<file path="config.mk">
export PLATFORM = sky130hd
export DESIGN_NAME = uart_tx_serializer
export DESIGN_NICKNAME = d
export VERILOG_FILES = /design/src/rtl/uart_pkg.sv /design/src/rtl/uart_baud_tick.sv /design/src/rtl/uart_tx_serializer.sv
export SDC_FILE = /design/constraint.sdc
export NUM_CORES = 1
export LEC_CHECK = 0
export CORE_MARGIN = 4
export CORE_UTILIZATION = 55
export DETAILED_ROUTE_END_ITERATION = 7
export GPL_TIMING_DRIVEN = 0
export PLACE_DENSITY = 0.77
export REMOVE_ABC_BUFFERS = 1
export SYNTH_ARGS = -nofsm -noshare
export SYNTH_HDL_FRONTEND = slang
export SYNTH_SLANG_ARGS = --single-unit
</file>
<file path="constraint.sdc">
create_clock -name Clock -period 2.5 [get_ports Clock]
set_clock_uncertainty 0.1 [all_clocks]
set_input_delay 0.75 -clock Clock [delete_from_list [all_inputs] [get_ports Clock]]
set_output_delay 0.75 -clock Clock [all_outputs]
set_load 0.05 [all_outputs]
</file>
<file path="src/rtl/uart_pkg.sv">
// Shared types, parity-mode constants and helpers for the UART transmit path.
package uart_pkg;

  typedef enum logic [2:0] {
    S_IDLE,
    S_START,
    S_DATA,
    S_PARITY,
    S_STOP
  } tx_state_t;

  localparam int PAR_NONE = 0;
  localparam int PAR_ODD  = 1;
  localparam int PAR_EVEN = 2;

  // Clocks per serial bit, truncated toward zero.
  function automatic int calc_div(input int clk_hz, input int baud);
    return clk_hz / baud;
  endfunction

  // Parity bit for a frame. Narrow words are zero-extended, which leaves
  // the XOR reduction unchanged. Even mode makes the total count of ones
  // even, odd mode makes it odd.
  function automatic logic parity_bit(input logic [7:0] data, input int mode);
    return (mode == PAR_ODD) ? ~^data : ^data;
  endfunction

endpackage

</file>
<file path="src/rtl/uart_baud_tick.sv">
// Bit-period timer: Tick pulses for one clock on the last clock of every
// DIV-clock period, with the period boundary realigned by Restart.
module uart_baud_tick import uart_pkg::*; #(
  parameter int DIV = 16
) (
  input  logic Clock,
  input  logic Reset,
  input  logic Restart,
  output logic Tick
);

  localparam int CW = (DIV > 1) ? $clog2(DIV) : 1;
  localparam logic [CW-1:0] LAST = CW'(DIV - 1);

  logic [CW-1:0] r_count;

  // Count clocks within the current bit period; Restart starts a fresh period at 0
  always_ff @(posedge Clock or posedge Reset) begin
    if (Reset) begin
      r_count <= '0;
    end else if (Restart || (r_count == LAST)) begin
      r_count <= '0;
    end else begin
      r_count <= r_count + CW'(1);
    end
  end

  assign Tick = (r_count == LAST);

endmodule

</file>
<file path="src/rtl/uart_tx_serializer.sv">
// UART transmitter: accepts one word per XMitGo/TxEmpty handshake and shifts
// it out as start bit, data bits LSB first, optional parity and stop bit(s).
// Tx and TxEmpty are both registered so the pin never sees a glitch.
module uart_tx_serializer import uart_pkg::*; #(
  parameter int CLK_HZ    = 50_000_000,
  parameter int BAUD      = 115_200,
  parameter int DATA_BITS = 8,
  parameter int PARITY    = 0,
  parameter int STOP_BITS = 1
) (
  input  logic                 Clock,
  input  logic                 Reset,
  input  logic                 XMitGo,
  input  logic [DATA_BITS-1:0] TxData,
  output logic                 TxEmpty,
  output logic                 Tx
);

  localparam int DIV = calc_div(CLK_HZ, BAUD);
  localparam logic [2:0] LAST_DATA = 3'(DATA_BITS - 1);
  localparam logic [2:0] LAST_STOP = 3'(STOP_BITS - 1);

  if (DIV < 2) begin : g_checkDiv
    $error("uart_tx_serializer: CLK_HZ/BAUD must be at least 2");
  end
  if ((DATA_BITS < 5) || (DATA_BITS > 8)) begin : g_checkDataBits
    $error("uart_tx_serializer: DATA_BITS must be 5..8");
  end
  if ((PARITY < PAR_NONE) || (PARITY > PAR_EVEN)) begin : g_checkParity
    $error("uart_tx_serializer: PARITY must be 0, 1 or 2");
  end
  if ((STOP_BITS < 1) || (STOP_BITS > 2)) begin : g_checkStopBits
    $error("uart_tx_serializer: STOP_BITS must be 1 or 2");
  end

  tx_state_t              r_state;
  tx_state_t              w_stateNext;
  logic [DATA_BITS-1:0]   r_shift;
  logic [DATA_BITS-1:0]   w_shiftNext;
  logic [2:0]             r_bitCnt;
  logic [2:0]             w_bitCntNext;
  logic                   r_parityBit;
  logic                   w_parityNext;
  logic                   r_tx;
  logic                   r_txEmpty;
  logic                   w_txNext;
  logic                   w_accept;
  logic                   w_tick;

  assign w_accept = (r_state == S_IDLE) && XMitGo;

  uart_baud_tick #(
    .DIV(DIV)
  ) u_baud (
    .Clock  (Clock),
    .Reset  (Reset),
    .Restart(w_accept),
    .Tick   (w_tick)
  );

  // Frame sequencing: advance one bit at the end of each bit period
  always_comb begin
    w_stateNext  = r_state;
    w_shiftNext  = r_shift;
    w_bitCntNext = r_bitCnt;
    w_parityNext = r_parityBit;
    unique case (r_state)
      S_IDLE: begin
        if (XMitGo) begin
          w_stateNext  = S_START;
          w_shiftNext  = TxData;
          w_bitCntNext = '0;
          w_parityNext = parity_bit(8'(TxData), PARITY);
        end
      end
      S_START: begin
        if (w_tick) begin
          w_stateNext  = S_DATA;
          w_bitCntNext = '0;
        end
      end
      S_DATA: begin
        if (w_tick) begin
          if (r_bitCnt == LAST_DATA) begin
            w_stateNext  = (PARITY != PAR_NONE) ? S_PARITY : S_STOP;
            w_bitCntNext = '0;
          end else begin
            w_shiftNext  = {1'b0, r_shift[DATA_BITS-1:1]};
            w_bitCntNext = r_bitCnt + 3'd1;
          end
        end
      end
      S_PARITY: begin
        if (w_tick) begin
          w_stateNext  = S_STOP;
          w_bitCntNext = '0;
        end
      end
      S_STOP: begin
        if (w_tick) begin
          if (r_bitCnt == LAST_STOP) begin
            w_stateNext  = S_IDLE;
            w_bitCntNext = '0;
          end else begin
            w_bitCntNext = r_bitCnt + 3'd1;
          end
        end
      end
      default: begin
        w_stateNext = S_IDLE;
      end
    endcase
  end

  // Line level for the coming clock, derived from where the frame is heading
  always_comb begin
    w_txNext = 1'b1;
    unique case (w_stateNext)
      S_START:  w_txNext = 1'b0;
      S_DATA:   w_txNext = w_shiftNext[0];
      S_PARITY: w_txNext = w_parityNext;
      default:  w_txNext = 1'b1;
    endcase
  end

  // State register; reset abandons any frame in flight
  always_ff @(posedge Clock or posedge Reset) begin
    if (Reset) begin
      r_state <= S_IDLE;
    end else begin
      r_state <= w_stateNext;
    end
  end

  // Datapath and registered outputs; the line goes high at once on reset
  always_ff @(posedge Clock or posedge Reset) begin
    if (Reset) begin
      r_shift     <= '0;
      r_bitCnt    <= '0;
      r_parityBit <= 1'b0;
      r_tx        <= 1'b1;
      r_txEmpty   <= 1'b1;
    end else begin
      r_shift     <= w_shiftNext;
      r_bitCnt    <= w_bitCntNext;
      r_parityBit <= w_parityNext;
      r_tx        <= w_txNext;
      r_txEmpty   <= (w_stateNext == S_IDLE);
    end
  end

  assign Tx      = r_tx;
  assign TxEmpty = r_txEmpty;

endmodule
</file>
==> out/summary.txt, run 1 <==
Initial Util: 59.8%
Hold crit path type: register to register
Max-slew violations: 0
TritonCTS buffer count: 3
Vias in the first global route: 1,027
PwrDens: 1070 nW/um2
Post-DP HPWL: 1870 um
Maximum clock frequency: 0.448 GHz
Critical R2R Capture: Tx
Worst-skew pair later-pin latency: 0.33 ns
Pleak: 0.000697 uW
WL/cell: 15.0 um
Register bit total from synthesis: 26
RSZ-0062 raised after global routing: no
Worst endpoint required time: 1.65 ns
Setup CP Type: register to output port
Crit end category: output port
Clock buffer depth: 2
Setup Total Neg Slack: 0 ns
Total Wirelength: 2540 um
Top cells by area, synth: dfrtp_1 44%, xnor2_1 6.4%, ha_1 4.6%, a222oi_1 4.4%, nor2_1 4.1%
Cell taking the most area after synthesis: dfrtp_1
Slew @ Worst Pin: 0.950 ns
Post-synthesis area per instance: 10.6 um2
FF+latch area: 653 um2
Final-report setup violation count: 0
Area of the multi-input gates: 661 um2
Slowest cell on the critical path: dfstp_2
Row count: 17
Most frequent cell after synthesis: dfrtp_1
H-tree depth: 1
First-pass GRT wire length: 4530 um
Synth top cells by count: 24 x dfrtp_1, 15 x nor2_1, 12 x inv_1
Async SR Flop Fraction: 100%
Pwr Total: 1680 uW
Tmin final: 2.23 ns
Worst path top cell family by delay: flip-flops
Yosys top cell area share: 44.1%
Yosys warnings: 0
Number of antenna diodes: 0
Initial DRT Pass Iterations: 8
Synth Flop Type: dfrtp_1
Seq/Total Area, Yosys: 48.0%
Initial DRC count: 41
Post-synth EDFFs: 0
Layout cell share with drive strength beyond 1: 10.6%
Core area: 2280 um2
Worst-case reg-to-reg path depth: 5
Vias: 995
Status: completed
Synthesized area: 1360 um2
Area growth syn-to-layout: 15.4%
Worst endpoint data arrival time: 1.38 ns
Vias per cell: 5.85
Mapped Cells: 128
Slowest stage delay, CP: 0.54 ns
Die area: 3340 um2
Crit path cell chain: dlygate4sd2_1
Final #Nets: 159
Hold Worst Slack: 0.402 ns
WHS Endpoint: u_baud.r_count[0]
Post-route setup slack: 0.266 ns
Routed Antenna Nets: 0
Reg2Reg Setup Slack: 0.28 ns
Max Cap Viol: 0
Tot GR Track Use: 17.4%
Distinct cell type count after synthesis: 37
Final instance area: 1570 um2
RePlAce Congestion: 0.743
Number of remaining DRC errors: 0
Fill count: 178
Max VDD drop: 0.695 mV
Worst Path Buf+Inv: 1
Die Wd: 57.8 um
Post-DP Area: 1510 um2
Grt ovf: 0
Origin of the critical flop-to-flop path: u_baud.r_count[3]
Worst hold start: u_baud.r_count[0]
Initial antenna violation count: 0
Ports: 13
CTS tree: built
CP Launch Type: register
Worst slew margin: 36.6%
Port bufs: 12
Worst hold stages: 1
Die Y: 57.8 um
Crit Path Max Fanout: 1
Dpl ws: -0.909 ns
Period utilisation layout: 89.4%
Root Buffer Master: clkbuf_4
Clk sinks: 26
Worst-path clk slew: 0.15 ns
Largest net degree at the start of global routing: 27
Final hold violations: 0
[cell type report]
class	instances	share of cell area, %
clock buffer	3	1.43
timing repair buffer	13	7.96
clock inverter	1	1.91
tap	28	2.23
multi-input combinational	87	42.0
sequential	26	41.6
inverter	12	2.87
[registers in the layout (all words and copies together) (netlist names)]
register and flops:
u_baud.r_count 9, r_shift 8, r_bitCnt 3, r_state 3
Tx 1, TxEmpty 1, r_parityBit 1
[stage by stage]
stage	util, %	instances
after floorplan	-	125
after global placement	66.1	165
after detailed placement	66.1	165
after CTS	69.0	170
after global routing	69.0	170
final	69.0	170
[repair_timing]
action | in CTS | in global routing
hold buffers | 0 | 0
endpoints found under the setup margin | 19 | 0
gates resized for setup | 3 | 0
buffers inserted | 1 | 0
[power breakdown]
part           switching, uW  internal, uW
registers                164           609
clock network            130           162
logic                    328           289
[how the worst max path moves through the flow]
stage / from / to / cells past startpoint
floorplan: XMitGo / r_shift[1] / 4
global placement: XMitGo / r_shift[3] / 5
detailed placement: XMitGo / r_shift[3] / 5
CTS: TxEmpty / TxEmpty / 1
global route: r_state[2] / Tx / 5
finish: TxEmpty / TxEmpty / 1
[cell usage in the layout, fill, tap and decap left out, types with 2 or more instances in the layout]
master / n
nand3_1: 4
nand2_1: 5
o21ai_0: 3
nor2_1: 15
o22ai_1: 2
mux2i_1: 5
xor2_1: 4
clkbuf_4: 3
nand2b_1: 2
dfrtp_1: 24
a21oi_1: 3
a222oi_1: 6
ha_1: 5
dfstp_2: 2
inv_1: 12
dlygate4sd2_1: 2
o21bai_1: 2
xnor2_1: 10
clkdlybuf4s50_1: 10
nor3_1: 2
[layer usage]
metal | vias up | GRT usage (%) | part of all wire (%)
li1 | 478 | - | -
met1 | 496 | 22.9 | 44
met2 | 16 | 28.4 | 51
met3 | 5 | 3.56 | 3.7
met4 | 0 | 5.96 | 1.3
met5 | - | 0 | 0
[cells by family (layout without fill, tap and decap cells)]
kind of cell | Yosys count | count (layout) | share of synthesized area (%)
muxes | 6 | 6 | 4.50
DFF | 26 | 26 | 48.0
xor gates and xnor gates | 14 | 14 | 9.01
adders and majority gates | 5 | 5 | 4.60
buffers and inverters | 15 | 29 | 4.14
and+or+nand+nor | 40 | 40 | 17.6
AOI/OAI and AO/OA | 22 | 22 | 12.2
(Power assumes the default switching activity.)
==> inputs of run 2 (changes only) <==
- PLACE_DENSITY: 0.77 -> 0.75
==> run 2 against run 1 <==
Against the previous run: first-iteration DRC count up 37%; clock power down 27%; global-route usage down 1.1 points; clock-buffer cell count up 1; setup slack better by 0.017 ns; via count down 0.10%; sequential cell count unchanged; total power down 4.8%; critical endpoint unchanged; cell area down 1.0%; highest routed layer unchanged; combinational power about the same; sequential power about the same; utilization down 0.71 points; critical path type unchanged.
==> out/summary.txt, run 2 (synthesized netlist as in run 1, its figures left out) <==
Port bufs: 12 (unchanged)
CTS tree: built
Max VDD drop: 0.648 mV (-6.9%)
Status: completed
Core Util, Final: 68.3% (-0.71 points)
Period utilisation layout: 88.7% (-0.68 points)
Worst-skew pair later-pin latency: 0.32 ns (about the same)
Crit Path Max Fanout: 1 (unchanged)
Initial Util: 59.8% (unchanged)
Initial antenna violation count: 0 (unchanged)
Final #Nets: 159 (unchanged)
Worst slew margin: 36.8% (+0.25 points)
Tmin final: 2.22 ns (-0.0170 ns)
Commonest cells after routing, fill and taps aside: 24 x dfrtp_1, 15 x nor2_1, 12 x inv_1, 10 x xnor2_1, 10 x clkdlybuf4s50_1
RSZ-0062 raised after global routing: no
Tot GR Track Use: 16.3% (-1.1 points)
Crit end category: output port
Number of antenna diodes: 0 (unchanged)
Setup CP Type: register to output port
Vias: 994 (-0.10%)
First-pass GRT wire length: 4210 um (-7.0%)
Clock buffer depth: 2 (unchanged)
Commonest non-fill, non-tap cell in the layout: dfrtp_1
PwrDens: 1030 nW/um2 (-3.8%)
Worst-path clk slew: 0.14 ns (about the same)
Core area: 2280 um2 (unchanged)
Initial DRC count: 56 (+37%)
Grt ovf: 0 (unchanged)
Die Wd: 57.8 um (unchanged)
Row count: 17 (unchanged)
Worst endpoint data arrival time: 1.37 ns (about the same)
Maximum clock frequency: 0.451 GHz (+0.77%)
Max reg flops: 9 (unchanged)
Vias per cell: 5.85 (-0.10%)
Vias in the first global route: 940 (-8.5%)
Ports: 13 (unchanged)
RePlAce Congestion: 0.728 (-2.0%)
Max Cap Viol: 0 (unchanged)
Total Wirelength: 2460 um (-3.4%)
Biggest register: u_baud.r_count
Worst endpoint required time: 1.65 ns (about the same)
Post-Layout Cell Count: 170 (unchanged)
Worst Path Buf+Inv: 1 (unchanged)
Pleak: 0.000690 uW (-1.0%)
H-tree depth: 1 (unchanged)
Crit path cell chain: dlygate4sd2_1
Largest regs: u_baud.r_count x9, r_shift x8
Placed cell count: 165 (unchanged)
Die area: 3340 um2 (unchanged)
Layout cell share with drive strength beyond 1: 10.6% (unchanged)
Slowest cell on the critical path: dfstp_2
Final-report setup violation count: 0 (unchanged)
WL/cell: 14.4 um (-3.4%)
Number of remaining DRC errors: 0 (unchanged)
Hold Buf Count CTS: 0 (unchanged)
Initial DRT Pass Iterations: 4 (-4)
Hold crit path type: register to register
Post-DP HPWL: 1820 um (-2.3%)
Slew @ Worst Pin: 0.946 ns (-0.00379 ns)
Max-slew violations: 0 (unchanged)
Clk sinks: 26 (unchanged)
Routed Antenna Nets: 0 (unchanged)
Fill count: 192 (+7.9%)
Die Y: 57.8 um (unchanged)
Slowest stage delay, CP: 0.53 ns (about the same)
Root Buffer Master: clkbuf_4
Area growth syn-to-layout: 14.2%
CP Launch Type: register
Worst path top cell family by delay: flip-flops
TritonCTS buffer count: 3 (unchanged)
Final hold violations: 0 (unchanged)
Largest net degree at the start of global routing: 27 (unchanged)
## run 2: cell count changes in the layout (fill, tap and decap cells not counted)
cell | previous run | this run
bufinv_16 | 1 | 0
clkbuf_8 | 0 | 1
## run 2: path summary, 6_finish.rpt
kind / endpoint / depth (start not counted) / from / slack [ns]
worst min register to register: u_baud.r_count[0] / 1 / u_baud.r_count[0] / 0.41
min in group asynchronous: u_baud.r_count[2] / 2 / Reset / 0.82
worst min-delay path: u_baud.r_count[0] / 1 / u_baud.r_count[0] / 0.41
worst max register to register: r_bitCnt[2] / 5 / u_baud.r_count[3] / 0.31
max in group asynchronous: r_shift[0] / 2 / Reset / 0.90
worst max-delay path: TxEmpty / 1 / TxEmpty / 0.28
## run 2: final cells by class
type,instances,area (um2),area share [%]
clock buffers,4,36.3,2.33
inverters,12,45.0,2.90
multi-input cells,87,661,42.5
flip-flops and latches,26,653,42.0
well taps,28,35.0,2.25
repair buffers,13,125,8.05
## run 2: layer usage
metal,up-vias,track usage (%),share of wire [%]
met5,-,0,0
met4,0,6.95,1.2
met3,4,2.90,3.9
met2,21,26.1,50
met1,491,21.7,45
li1,478,-,-
## run 2: metrics by stage
| step | hold WS, ns | setup TNS [ns] | total power, uW | cell area (um2) | setup slack [ns] |
|---|---|---|---|---|---|
| 2_1_floorplan | 0.353 | 0 | 1220 | 1350 | 0.103 |
| 3_3_place_gp | 0.372 | -9.35 | 1350 | 1510 | -0.792 |
| 3_5_place_dp | 0.391 | -11.74 | 1390 | 1510 | -0.914 |
| 4_1_cts | 0.410 | 0 | 1610 | 1560 | 0.264 |
| 5_1_grt | 0.449 | 0 | 1740 | 1560 | 0.171 |
| 6_report | 0.408 | 0 | 1600 | 1560 | 0.283 |
## run 2: repair_timing
action / 4_1_cts / 5_1_grt
resized for setup: 3 / 0
buffers inserted: 1 / 0
endpoints found under the setup margin: 21 / 0
## run 2: where the power goes
group	switching [uW]	internal, uW
Combinational	328	289
Sequential	162	609
Clock	123	89.0
Total	613	988
==> RTL change 1 (settings of run 1) <==
The 5 states of `tx_state_t` get a Gray code encoding in 3 bits.
--- a/src/rtl/uart_pkg.sv
+++ b/src/rtl/uart_pkg.sv
@@ -3,9 +3,9 @@
 
   typedef enum logic [2:0] {
-    S_IDLE,
-    S_START,
-    S_DATA,
-    S_PARITY,
-    S_STOP
+    S_IDLE   = 3'b000,
+    S_START  = 3'b001,
+    S_DATA   = 3'b011,
+    S_PARITY = 3'b010,
+    S_STOP   = 3'b110
   } tx_state_t;
 
Behaviour: same outputs for any inputs over 10 cycles, from zero or initial values and one cycle with Reset high; not proved beyond that.
==> RTL change 1 against run 1 <==
Sequential cell count did not move. Worst setup slack worse by 140 ps. Critical path depth increased by 5. Area after synthesis increased by 3.6%. Design area rose by 1.2%. Non-clock buffer count stayed put. Routed wire length grew 3.0%.
Power is not compared: it rests on default switching activity, and its combinational part moved more than twofold at a synthesized area within 25%.
==> RTL change 1: results (changes against run 1) <==
met1 Usage GRT=23.62% (+0.71 points); CP max FO=7 (+6); GRT met2 Usage=27.43% (-0.95 points); Critical Path AT=2490 ps (+1110 ps); first-pass GRT wire length=4.595 mm (+1.5%); share of cells above drive strength 1=10.60% (+0.033 points); worst-margin pin slew=953.9 ps (+3.757 ps); Final #Nets=168 (+5.7%); Fillers=220 (+24%); Seq/Total Area, Yosys=46.32% (-1.7 points); Tmin final=2372 ps (+138.1 ps); Via Count=1037 (+4.2%); Synth area leaders=dfrtp_1 (43%), xnor2_1 (6.2%), ha_1 (4.4%); status=finished clean; Unique masters post-synth=40 (+8.1%); largest net degree at the start of global routing=27 (unchanged); top cells by count, synth=dfrtp_1 (24), nor2_1 (15), inv_1 (13); per-cell routed wire length=14.46 um (-3.3%); GRT Total Usage=17.21% (-0.17 points); # diodes=0 (unchanged); Placer Congestion=0.8404 (+13%); first drt pass iteration count=4 (-4); GR Util met3=2.193% (-1.4 points); buffer depth of the longest clock path=2 (unchanged); Worst R2R Setup Slack=250 ps (-30 ps); Detailed Route Iter0 Violations=62 (+51%); HPWL after detailed placement=1.935 mm (+3.6%)
==> RTL change 1: cell families (layout without fill, tap and decap cells) <==
family,after synthesis,after routing,synth area share (%)
adder cells (fa/ha/maj),5,5,4.437
AO/OA/AOI/OAI,27,27,14.37
AND/OR/NAND/NOR,47,47,19.88
XOR/XNOR,13,13,8.075
buffers and inverters,17,30,4.614
flip-flops,26,26,46.32
multiplexers,3,3,2.307
==> RTL change 1: critical path, stage by stage <==
cell,delay [ps]
clkdlybuf4s50_1,500
or3b_1,440
nor2_4,140
o22ai_1,180
a222oi_1,400
inv_1,70
==> RTL change 1: metrics by stage <==
stage / power, mW / cell area, um^2 / utilization [%] / hold slack [ps] / std cells
5_1_grt: 0.7981 / 1590 / 64.78 / 439.2 / 181
4_1_cts: 0.7650 / 1590 / 64.78 / 399.4 / 181
3_5_place_dp: 0.5817 / 1551 / 63.20 / 380.4 / 176
2_1_floorplan: 0.5457 / 1394 / - / 353.5 / 134
3_3_place_gp: 0.5767 / 1551 / 63.20 / 367.2 / 176
6_report: 0.7573 / 1590 / 64.78 / 399.8 / 181
==> RTL change 1: worst paths after layout <==
| kind | from | endpoint | cells after the start |
|---|---|---|---|
| min in group asynchronous | Reset | u_baud.r_count[7]$_DFF_PP0_ | 2 |
| max in group asynchronous | Reset | r_parityBit$_DFF_PP0_ | 2 |
| hold reg to reg | u_baud.r_count[0]$_DFF_PP0_ | u_baud.r_count[0]$_DFF_PP0_ | 1 |
| setup / recovery | XMitGo | r_shift[1]$_DFFE_PP0P_ | 6 |
| hold / removal | u_baud.r_count[0]$_DFF_PP0_ | u_baud.r_count[0]$_DFF_PP0_ | 1 |
| setup reg to reg | r_bitCnt[0]$_DFFE_PP0P_ | Tx$_DFF_PP1_ | 7 |
==> RTL change 1: cell type report <==
class / count / area share, %
clock buffer: 4 / 1.652
inverter: 13 / 3.068
multi-input combinational: 95 / 43.98
sequential: 26 / 41.07
tap: 30 / 2.360
timing repair buffer: 13 / 7.868
==> RTL change 1: timing repair <==
action,in CTS,in global routing
gates resized for setup,4,0
setup endpoints to repair,9,0
setup buffers,1,0
endpoints found under the hold margin,0,0
hold buffers,0,0
==> RTL change 1: layer usage <==
metal	share of wire, %	up-vias
met5	0	-
met4	2.1	0
met3	2.9	8
met2	49	20
met1	46	498
li1	-	511
==> RTL change 1: where the power goes <==
part | switching [mW] | internal, mW | total [mW]
registers | 0.0315 | 0.450 | 0.482
clock network | 0.122 | 0.0625 | 0.185
logic | 0.0402 | 0.0506 | 0.0908
total | 0.194 | 0.563 | 0.757
==> RTL change 2 (settings of run 1) <==
Without the edit above. Change the parameter `BAUD` from 115_200 to 57_600.
--- a/src/rtl/uart_tx_serializer.sv
+++ b/src/rtl/uart_tx_serializer.sv
@@ -4,5 +4,5 @@
 module uart_tx_serializer import uart_pkg::*; #(
   parameter int CLK_HZ    = 50_000_000,
-  parameter int BAUD      = 115_200,
+  parameter int BAUD      = 57_600,
   parameter int DATA_BITS = 8,
   parameter int PARITY    = 0,
Function: same outputs for any inputs over 10 cycles, from zero or initial values and one cycle with Reset high; that may be too few to reach the edited logic, so the function may still have changed.
==> RTL change 2 against run 1 <==
Area after synthesis rose by 11%. Design area up 4.9%. Largest cell class unchanged. Routed wire length is 5.9% higher. Worst setup slack worse by 110 ps. Sequential cell count grew 1. Via count is 8.5% higher.
Power is not compared: it rests on default switching activity, and its combinational part moved more than twofold at a synthesized area within 25%.
==> RTL change 2: results (changes against run 1) <==
status=finished clean; xor/xnor share of the synthesized area=9.310% (+0.30 points); HPWL after detailed placement=2.030 mm (+8.7%); GRT met2 Usage=30.56% (+2.2 points); Final Util=64.75% (-4.3 points); per-cell routed wire length=14.31 um (-4.3%); post-CTS setup buffers=0 (-1); Unique masters post-synth=42 (+14%); CP Launch Point=XMitGo; Seq/Total Area, Yosys=45.05% (-2.9 points); FF-to-FF Start=r_bitCnt[0]$_DFFE_PP0P_; Crit path max-delay family=simple AND/OR/NAND/NOR gates; slowest cell delay on critical path=670 ps (+130 ps); Final #Nets=174 (+9.4%); largest net degree at the start of global routing=28 (+3.7%); Detailed Route Iter0 Violations=43 (+4.9%); Via Count=1080 (+8.5%); DP Area=0.001620 mm^2 (+7.6%); fmax=0.4258 GHz (-4.9%); final WL=2.691 mm (+5.9%); pre-CTS WS=-172.8 ps (+735.8 ps); first drt pass iteration count=4 (-4); Hold Slack=387.2 ps (-14.91 ps); Fillers=214 (+20%); top cells by count, synth=dfrtp_1 (25), nand2_1 (18), nor2_1 (15); Synth Area in Compound Gates=11.97% (-0.25 points); Hold Path Sink=r_shift[3]$_DFFE_PP0P_; Placer Congestion=0.8257 (+11%)
RTL change 2: cell type report:
type                       instances  share of cell area (%)
multi-input combinational        106                   45.56
sequential                        27                   41.15
timing repair buffer              12                   7.137
tap                               30                   2.278
inverter                           9                   2.050
clock buffer                       3                   1.367
clock inverter                     1                  0.4556
RTL change 2: power groups by stage:
stage | Combinational [mW] | Clock, mW | Sequential, mW
2_1_floorplan | 0.198 | 0 | 0.622
3_3_place_gp | 0.258 | 0 | 0.627
3_5_place_dp | 0.270 | 0 | 0.633
4_1_cts | 0.271 | 0.200 | 0.624
5_1_grt | 0.308 | 0.218 | 0.644
6_report | 0.267 | 0.192 | 0.624
RTL change 2: routing by layer:
layer,share of wire (%),up-vias
met4,1.2,0
met5,0,-
met1,45,531
met3,3.1,4
met2,51,12
li1,-,533
RTL change 2: timing repair:
item                                    4_1_cts  5_1_grt
endpoints found under the hold margin         0        0
endpoints found under the setup margin        2        0
resized for setup                             2        0
hold buffers                                  0        0
